===== config.mk =====
export PLATFORM = sky130hd
export DESIGN_NAME = ts_deser_n
export DESIGN_NICKNAME = d
export VERILOG_FILES = /design/src/rtl/ts_pkg.sv /design/src/rtl/ts_sfifo.sv /design/src/rtl/ts_deser_n.sv
export SDC_FILE = /design/constraint.sdc
export NUM_CORES = 1
export LEC_CHECK = 0
export CORE_AREA = 2 2 137 152
export CTS_CLUSTER_DIAMETER = 200
export DETAILED_ROUTE_END_ITERATION = 10
export DIE_AREA = 0 0 139 154
export PLACE_DENSITY = 0.77
export SLEW_MARGIN = 25
export SYNTH_ARGS = -nofsm -noshare
export SYNTH_HDL_FRONTEND = slang
export SYNTH_SLANG_ARGS = --single-unit

===== constraint.sdc =====
create_clock -name clk -period 7.5 [get_ports clk]
set_clock_uncertainty 0.1 [all_clocks]
set_input_delay 1.125 -clock clk [delete_from_list [all_inputs] [get_ports clk]]
set_output_delay 1.125 -clock clk [all_outputs]
set_load 0.05 [all_outputs]

===== src/rtl/ts_pkg.sv =====
// Shared constants and types for the TS deserializer (ts_deser_n) and its buffer.
package ts_pkg;

   localparam logic [7:0] TS_SYNC_BYTE = 8'h47;
   localparam int         PKT_LEN_188  = 188;
   localparam int         PKT_LEN_204  = 204;

   // Buffer word layout: {sop, eop, data[7:0]}
   localparam int TS_FIFO_W = 10;
   localparam int SOP_BIT   = 9;
   localparam int EOP_BIT   = 8;

   typedef enum logic [1:0] {
      ST_HUNT   = 2'd0,
      ST_VERIFY = 2'd1,
      ST_LOCK   = 2'd2
   } ts_state_t;

endpackage


===== src/rtl/ts_sfifo.sv =====
// Synchronous first-word-fall-through FIFO: the head word is visible on
// rdata_o whenever empty_o is low. A push while full is accepted only when
// a pop happens in the same cycle.
module ts_sfifo
   import ts_pkg::*;
#(
   parameter int WIDTH     = TS_FIFO_W,
   parameter int DEPTH_BIT = 4
) (
   input  logic             clk,
   input  logic             rst_n,
   input  logic             push_i,
   input  logic [WIDTH-1:0] wdata_i,
   input  logic             pop_i,
   output logic [WIDTH-1:0] rdata_o,
   output logic             empty_o,
   output logic             full_o
);

   localparam int DEPTH = 2 ** DEPTH_BIT;

   logic [WIDTH-1:0]     mem_q [DEPTH];
   logic [DEPTH_BIT-1:0] wr_ptr_q;
   logic [DEPTH_BIT-1:0] rd_ptr_q;
   logic [DEPTH_BIT:0]   cnt_q;
   logic                 do_push;
   logic                 do_pop;

   assign empty_o = (cnt_q == '0);
   assign full_o  = (cnt_q == (DEPTH_BIT+1)'(DEPTH));
   assign do_pop  = pop_i && !empty_o;
   assign do_push = push_i && (!full_o || do_pop);
   assign rdata_o = mem_q[rd_ptr_q];

   // storage array
   always_ff @(posedge clk or negedge rst_n) begin
      if (!rst_n) begin
         for (int i = 0; i < DEPTH; i++) mem_q[i] <= '0;
      end else if (do_push) begin
         mem_q[wr_ptr_q] <= wdata_i;
      end
   end

   // pointers and occupancy
   always_ff @(posedge clk or negedge rst_n) begin
      if (!rst_n) begin
         wr_ptr_q <= '0;
         rd_ptr_q <= '0;
         cnt_q    <= '0;
      end else begin
         if (do_push) wr_ptr_q <= wr_ptr_q + (DEPTH_BIT)'(1);
         if (do_pop)  rd_ptr_q <= rd_ptr_q + (DEPTH_BIT)'(1);
         case ({do_push, do_pop})
            2'b10:   cnt_q <= cnt_q + (DEPTH_BIT+1)'(1);
            2'b01:   cnt_q <= cnt_q - (DEPTH_BIT+1)'(1);
            default: cnt_q <= cnt_q;
         endcase
      end
   end

endmodule


===== src/rtl/ts_deser_n.sv =====
// MPEG-TS lane deserializer with sync-byte lock and whole-packet output buffer.
// Optional macro TS_ERR_CNT_EN adds err_cnt[15:0], a saturating count of
// LOCK->HUNT transitions.
//
// state     | meaning
// ----------+---------------------------------------------------------------
// ST_HUNT   | searching for a sync-flagged 8'h47 byte
// ST_VERIFY | sync found; counting consecutive good headers up to LOCK_CNT
// ST_LOCK   | locked; bytes of enabled packets are written to the buffer
//
// Pipeline: input stage 1 -> input stage 2 -> byte assembly -> FSM/write
// decision -> buffer write. A byte whose last beat is sampled at edge N is
// visible at the output after edge N+4 when the buffer is empty.
module ts_deser_n
   import ts_pkg::*;
#(
   parameter int IN_WIDTH       = 1,
   parameter int PKT_LEN        = PKT_LEN_188,
   parameter int LSB_FIRST      = 1,
   parameter int LOCK_CNT       = 3,
   parameter int FIFO_DEPTH_BIT = 4
) (
   input  logic                clk,
   input  logic                rst_n,
   input  logic [IN_WIDTH-1:0] ts_i_data,
   input  logic                ts_i_sync,
   input  logic                ts_i_valid,
   output logic [7:0]          ts_o_data,
   output logic                ts_o_sop,
   output logic                ts_o_eop,
   output logic                ts_o_valid,
   input  logic                ts_o_ready,
   output logic                lock,
   output logic                ovf
`ifdef TS_ERR_CNT_EN
   ,output logic [15:0]        err_cnt
`endif
);

   localparam int BEATS  = 8 / IN_WIDTH;
   localparam int BEAT_W = (BEATS > 1) ? $clog2(BEATS) : 1;
   localparam int IDX_W  = $clog2(PKT_LEN);
   localparam int GOOD_W = (LOCK_CNT > 1) ? $clog2(LOCK_CNT + 1) : 1;

   // input pipeline
   logic [IN_WIDTH-1:0] s1_data_q, s2_data_q;
   logic                s1_sync_q, s2_sync_q;
   logic                s1_vld_q,  s2_vld_q;

   // byte assembly
   logic [BEAT_W-1:0]   beat_q;
   logic [BEAT_W-1:0]   pos;
   logic [7:0]          sh_q;
   logic [7:0]          asm_nxt;
   logic                asm_done;
   logic                sync_pend_q;
   logic                asm_vld_q;
   logic                asm_sync_q;
   logic [7:0]          asm_byte_q;

   // framing FSM
   ts_state_t           state_q;
   logic [GOOD_W-1:0]   good_q;
   logic [IDX_W-1:0]    idx_q;
   logic [IDX_W-1:0]    cur_idx;
   logic                hdr_ok;
   logic                at_hdr;
   logic                last_b;
   logic                lose_hdr;
   logic                lock_lost;
   logic                wr_q;
   logic [TS_FIFO_W-1:0] wr_word_q;

   // buffer write stage
   logic                drop_pkt_q;
   logic                ovf_q;
   logic                wr_try;
   logic                wr_ovf;
   logic                fifo_push;
   logic                fifo_pop;
   logic                fifo_empty;
   logic                fifo_full;
   logic [TS_FIFO_W-1:0] fifo_rdata;

   // two-stage input register
   always_ff @(posedge clk or negedge rst_n) begin
      if (!rst_n) begin
         s1_data_q <= '0;
         s1_sync_q <= 1'b0;
         s1_vld_q  <= 1'b0;
         s2_data_q <= '0;
         s2_sync_q <= 1'b0;
         s2_vld_q  <= 1'b0;
      end else begin
         s1_data_q <= ts_i_data;
         s1_sync_q <= ts_i_sync;
         s1_vld_q  <= ts_i_valid;
         s2_data_q <= s1_data_q;
         s2_sync_q <= s1_sync_q;
         s2_vld_q  <= s1_vld_q;
      end
   end

   // place the current beat into the partial byte; a sync beat restarts at beat 0
   always_comb begin
      pos      = s2_sync_q ? '0 : beat_q;
      asm_nxt  = (pos == '0) ? 8'h00 : sh_q;
      for (int k = 0; k < BEATS; k++) begin
         if (pos == (BEAT_W)'(k)) begin
            if (LSB_FIRST != 0) asm_nxt[k*IN_WIDTH +: IN_WIDTH] = s2_data_q;
            else                asm_nxt[(BEATS-1-k)*IN_WIDTH +: IN_WIDTH] = s2_data_q;
         end
      end
      asm_done = (pos == (BEAT_W)'(BEATS-1));
   end

   // byte assembly registers; emits one byte with its sync flag per BEATS beats
   always_ff @(posedge clk or negedge rst_n) begin
      if (!rst_n) begin
         beat_q      <= '0;
         sh_q        <= '0;
         sync_pend_q <= 1'b0;
         asm_vld_q   <= 1'b0;
         asm_sync_q  <= 1'b0;
         asm_byte_q  <= '0;
      end else begin
         asm_vld_q <= 1'b0;
         if (s2_vld_q) begin
            sh_q <= asm_nxt;
            if (pos == '0) sync_pend_q <= s2_sync_q;
            if (asm_done) begin
               beat_q     <= '0;
               asm_vld_q  <= 1'b1;
               asm_byte_q <= asm_nxt;
               asm_sync_q <= (pos == '0) ? s2_sync_q : sync_pend_q;
            end else begin
               beat_q <= pos + (BEAT_W)'(1);
            end
         end
      end
   end

   // header qualification against the expected packet position
   always_comb begin
      cur_idx   = asm_sync_q ? '0 : idx_q;
      hdr_ok    = asm_sync_q && (asm_byte_q == TS_SYNC_BYTE);
      at_hdr    = (idx_q == '0);
      last_b    = (cur_idx == (IDX_W)'(PKT_LEN - 1));
      lose_hdr  = (at_hdr && !hdr_ok) || (!at_hdr && asm_sync_q);
      lock_lost = asm_vld_q && (state_q == ST_LOCK) && lose_hdr;
   end

   // framing FSM with byte index; bytes are written only while LOCK holds
   always_ff @(posedge clk or negedge rst_n) begin
      if (!rst_n) begin
         state_q   <= ST_HUNT;
         good_q    <= '0;
         idx_q     <= '0;
         wr_q      <= 1'b0;
         wr_word_q <= '0;
      end else begin
         wr_q <= 1'b0;
         if (asm_vld_q) begin
            idx_q     <= last_b ? '0 : cur_idx + (IDX_W)'(1);
            wr_word_q <= {(cur_idx == '0), last_b, asm_byte_q};
            case (state_q)
               ST_HUNT: begin
                  if (hdr_ok) begin
                     good_q <= (GOOD_W)'(1);
                     if (LOCK_CNT <= 1) begin
                        state_q <= ST_LOCK;
                        wr_q    <= 1'b1;
                     end else begin
                        state_q <= ST_VERIFY;
                     end
                  end
               end
               ST_VERIFY: begin
                  if (lose_hdr) begin
                     state_q <= ST_HUNT;
                     good_q  <= '0;
                  end else if (at_hdr) begin
                     if ((int'(good_q) + 1) >= LOCK_CNT) begin
                        state_q <= ST_LOCK;
                        wr_q    <= 1'b1;
                     end else begin
                        good_q <= good_q + (GOOD_W)'(1);
                     end
                  end
               end
               ST_LOCK: begin
                  if (lose_hdr) begin
                     state_q <= ST_HUNT;
                     good_q  <= '0;
                  end else begin
                     wr_q <= 1'b1;
                  end
               end
               default: begin
                  state_q <= ST_HUNT;
                  good_q  <= '0;
               end
            endcase
         end
      end
   end

   assign lock = (state_q == ST_LOCK);

   // a packet that overflowed stays blocked until the next sop arrives
   assign fifo_pop  = ts_o_valid && ts_o_ready;
   assign wr_try    = wr_q && !(drop_pkt_q && !wr_word_q[SOP_BIT]);
   assign fifo_push = wr_try && (!fifo_full || fifo_pop);
   assign wr_ovf    = wr_try && fifo_full && !fifo_pop;

   // overflow bookkeeping
   always_ff @(posedge clk or negedge rst_n) begin
      if (!rst_n) begin
         drop_pkt_q <= 1'b0;
         ovf_q      <= 1'b0;
      end else begin
         if (wr_ovf) begin
            drop_pkt_q <= 1'b1;
            ovf_q      <= 1'b1;
         end else if (wr_q && wr_word_q[SOP_BIT]) begin
            drop_pkt_q <= 1'b0;
         end
      end
   end

   assign ovf = ovf_q;

   ts_sfifo #(
      .WIDTH     (TS_FIFO_W),
      .DEPTH_BIT (FIFO_DEPTH_BIT)
   ) u_fifo (
      .clk     (clk),
      .rst_n   (rst_n),
      .push_i  (fifo_push),
      .wdata_i (wr_word_q),
      .pop_i   (fifo_pop),
      .rdata_o (fifo_rdata),
      .empty_o (fifo_empty),
      .full_o  (fifo_full)
   );

   // outputs read as zero whenever nothing is buffered
   assign ts_o_valid = !fifo_empty;
   assign {ts_o_sop, ts_o_eop, ts_o_data} = fifo_empty ? '0 : fifo_rdata;

`ifdef TS_ERR_CNT_EN
   logic [15:0] err_cnt_q;

   // saturating count of lock losses
   always_ff @(posedge clk or negedge rst_n) begin
      if (!rst_n) begin
         err_cnt_q <= '0;
      end else if (lock_lost && (err_cnt_q != 16'hFFFF)) begin
         err_cnt_q <= err_cnt_q + 16'd1;
      end
   end

   assign err_cnt = err_cnt_q;
`else
   logic unused_lock_lost;
   assign unused_lock_lost = lock_lost;
`endif

endmodule


==> results by stage <==
Cells and area:
- After the last flow step, the layout net total stands at ~760.
- In the layout the commonest cells are 224 x sky130_fd_sc_hd__dfrtp_1, 178 x sky130_fd_sc_hd__mux2_2, 50 x sky130_fd_sc_hd__mux4_2.
- Leaving out fill and tap cells, the most frequent cell in the layout is sky130_fd_sc_hd__dfrtp_1.
- The number of fill cells in the layout is 1442.
- The number of antenna diodes in the final layout is 0.
- The area added between synthesis and finish is 10.8%.
- In the final layout, the share of cells above drive strength 1 is 37.7%.

Setup path:
- STA classifies the critical path endpoint as a primary output.
- The launch point of the worst reg-to-reg path is u_fifo.cnt_q[1].
- STA puts the critical path data required time at 6.27 ns.
- In this run the worst path has a maximum fanout of 43.
- For flop-to-flop paths, the worst setup slack is between 3 and 4 ns.
- The worst setup path is launched from a flip-flop.
- For the worst setup path, the data arrival time is roughly 3.5 ns.
- For the worst flop-to-flop path, the logic depth is 11.
- The destination of the critical timing path is ts_o_data[2].
- The critical path start-end classification is flip-flop to primary output.
- The most critical setup path has its startpoint at u_fifo.rd_ptr_q[0].
- The worst register-to-register path ends at u_fifo.cnt_q[4].

Synth:
- The fraction of synthesized cell area taken by the top area cell type is 53.3%.
- The most used flip-flop cell after synthesis is sky130_fd_sc_hd__dfrtp_1.
- Sorting the synthesized cells by area gives the leading types as sky130_fd_sc_hd__dfrtp_1 53%, sky130_fd_sc_hd__mux2_2 19%, sky130_fd_sc_hd__mux4_2 11%, sky130_fd_sc_hd__ha_1 2.6%, sky130_fd_sc_hd__o21ai_0 1.2%.
- Of the synthesized area, sequential elements account for a little over half.
- The average cell area after synthesis is 14.2 um^2.
- The number of warning messages in the yosys log is 0.
- The combined area of all synthesized cells is ~11000 um^2.
- Counting every instance in the synthesized netlist gives 741.
- Synthesis produced a netlist with a net count of approximately 770.
- The number of enable-type register cells in the synthesized netlist is 0.
- The async set-reset flop share out of synthesis is 100%.
- The post-synthesis cell type count is 53.
- The biggest area contributor in the post-synthesis netlist is sky130_fd_sc_hd__dfrtp_1.
- The total of flip-flops plus latches after synthesis is between 200 and 250.

Run:
- The tool flagged a number of max-cap violations equal to 0.

Clock network:
- The number of buffers inserted during clock tree synthesis is 24.
- Clock-pin slew was measured on the worst setup and hold paths at 0.06 ns.
- In this run, post-CTS repair resized a total of 0 instances.
- After clock tree synthesis, the flow added hold-fix buffers numbering 0.
- Clock tree synthesis selected as its root buffer the cell sky130_fd_sc_hd__clkbuf_16.
- The number of buffers added for setup after CTS is 0.
- The clock latency reported for the late side of the worst-skew pair is ~0.5 ns.
- The TritonCTS clock tree is yes.
- The clock passes through at most 3 buffers.
- In this run the number of H-tree levels came out at 1.
- The clock net sink count is between 200 and 250.

Detailed routing:
- The routed layout has 6016 vias.
- Using the TritonRoute via totals, the vias-per-cell ratio works out to 5.99.
- The residual antenna-violating net count after detailed routing is 0.
- The remaining design rule violation count is 0.
- The first routing iteration left 349 violations.
- The number of detailed-routing iterations run before antenna repair is 4.
- Dividing the detail-routed wire length by the instance count gives 20.9 um.
- The total wire length is between 20000 and 25000 um.

Hold path:
- The tightest min-delay check is of the flip-flop to flip-flop type.

STA:
- In the finished design, the share of the clock period the worst path needs comes to between 60% and 70%.
- The count of endpoints failing hold in the final timing report is 0.
- The transition time of the tightest slew-check pin is between 0.8 and 0.9 ns.
- The count of endpoints failing setup in the final report is 0.
- In this run the tightest slew margin relative to its limit is around 43%.
- The max-slew violation count was 0.
- Setup repair after global routing left no endpoint under its margin.
- Static timing analysis puts the maximum clock frequency at about 210 MHz.
- The worst path needs 4.74 ns of the cycle, external delays included.
- The summed negative setup slack over all endpoints is 0 ns.

Global routing:
- The number of antenna violations at the first check in global routing came to 0.
- The sum of overflow across all layers after global routing is 0.
- The number of global-route vias before repair is 6431.
- The global-route usage over all layers is 20.2%.
- The pin count of the biggest net entering global routing is roughly 130.
- The global-route wire length before repair is 34900 um.

Floorplan:
- The total area inside the core boundary comes to 19700 um^2.
- The I/O pin total is 19.
- From left edge to right edge, the die measures 139 um.
- The initial utilization of the core area, before any placement, comes to between 50 and 60%.
- The height of the die is about 150 um.
- After floorplanning, the core was divided into 54 placement rows.
- The die covers 21400 um^2.

Placed design:
- Input and output buffers added on the ports amount to 18.
- The congestion estimate from routability-driven global placement came to slightly above 0.8.
- Once detailed placement completed, the half-perimeter wirelength came to 13500 um.

Outcome:
- The run finished with clean final reports.

Power and ir drop:
- The maximum ir drop on the vdd rail is 0.164 mV.
- The total leakage power is 5.53 nW.
- The power per unit of standard cell area is around 260 nW/um^2.
- Overall power consumption after layout is estimated at around 3.0 mW.
==> layout make-up <==
class	count	area (um^2)	share of cell area, %
clock buffers	34	689	5.89
clock inverters	9	103	0.877
inverters	19	71.3	0.610
multi-input cells	443	4640	39.7
flip-flops and latches	225	5630	48.1
well taps	252	315	2.70
repair buffers	23	246	2.11
==> layer usage <==
| metal | track usage [%] | share of wire (%) | vias up |
|---|---|---|---|
| met4 | 4.33 | 1.8 | 0 |
| met3 | 2.90 | 3.8 | 36 |
| met1 | 27.1 | 43 | 3191 |
| met2 | 35.4 | 52 | 107 |
| li1 | - | - | 2682 |
| met5 | 0 | 0 | - |
==> worst max-delay path: stages, from the launching register on <==
cell	delay, ns
sky130_fd_sc_hd__dfrtp_2	0.34
sky130_fd_sc_hd__buf_4	0.64
sky130_fd_sc_hd__mux4_2	0.62
sky130_fd_sc_hd__mux4_2	0.45
sky130_fd_sc_hd__nor2b_1	0.15
sky130_fd_sc_hd__clkdlybuf4s50_1	0.75
==> registers in the layout (all words and copies together), names as in the netlist, 2 cells and up <==
register         flops
u_fifo.mem_q       160
wr_word_q           10
asm_byte_q           8
idx_q                8
sh_q                 7
u_fifo.cnt_q         5
u_fifo.rd_ptr_q      4
u_fifo.wr_ptr_q      4
beat_q               3
good_q               2
state_q              2
==> how the worst min path moves through the flow <==
stage,to,from,cells after the start
finish,s2_data_q,s1_data_q,0
global route,s2_sync_q,s1_sync_q,0
CTS,s2_data_q,s1_data_q,0
detailed placement,s2_data_q,s1_data_q,0
global placement,s2_vld_q,s1_vld_q,0
floorplan,s2_data_q,s1_data_q,0
==> cell families after synthesis <==
logic type | count (synthesis) | synth area share (%)
multiplexers | 235 | 30.4
adder cells (fa/ha/maj) | 22 | 2.61
AND/OR/NAND/NOR | 110 | 5.84
AO/OA/AOI/OAI | 63 | 3.82
XOR/XNOR | 13 | 1.08
flip-flops | 225 | 53.3
buffers and inverters | 73 | 2.89
==> cells in the mapped netlist (all sizes together) (2+ instances only) <==
library cell and instances:
a211o 2, a211oi 2, a21oi 12, a22oi 4, a311oi 2, a32oi 2, a41o 2, and2 4
and3 17, buf 33, clkbuf 21, dfrtp 225, ha 22, inv 19, mux2 180, mux2i 5
mux4 50, nand2 24, nand2b 8, nand3 2, nand3b 2, nand4 2, nor2 21, nor2b 15
nor3 5, nor4 4, o21ai 25, o22ai 2, o31ai 2, xnor2 7, xor2 6
==> report_power, final <==
group,total [mW],switching (mW),internal [mW],leakage (nW)
Combinational,0.444,0.234,0.210,2.07
Clock,1.18,0.470,0.708,0.381
Sequential,1.38,0.113,1.27,3.08
Total,3.01,0.817,2.19,5.53
==> stage by stage <==
step | setup WS (ns) | instances | area, um^2 | util, % | hold WS [ns]
floorplan | 4.12 | 741 | 10600 | - | 0.231
global placement | 3.21 | 961 | 10900 | 55.0 | 0.233
detailed placement | 3.08 | 961 | 10900 | 55.1 | 0.235
CTS | 2.72 | 1004 | 11700 | 59.1 | 0.247
global route | 2.57 | 1005 | 11700 | 59.3 | 0.250
finish | 2.76 | 1005 | 11700 | 59.3 | 0.246
(Power assumes the default switching activity.)
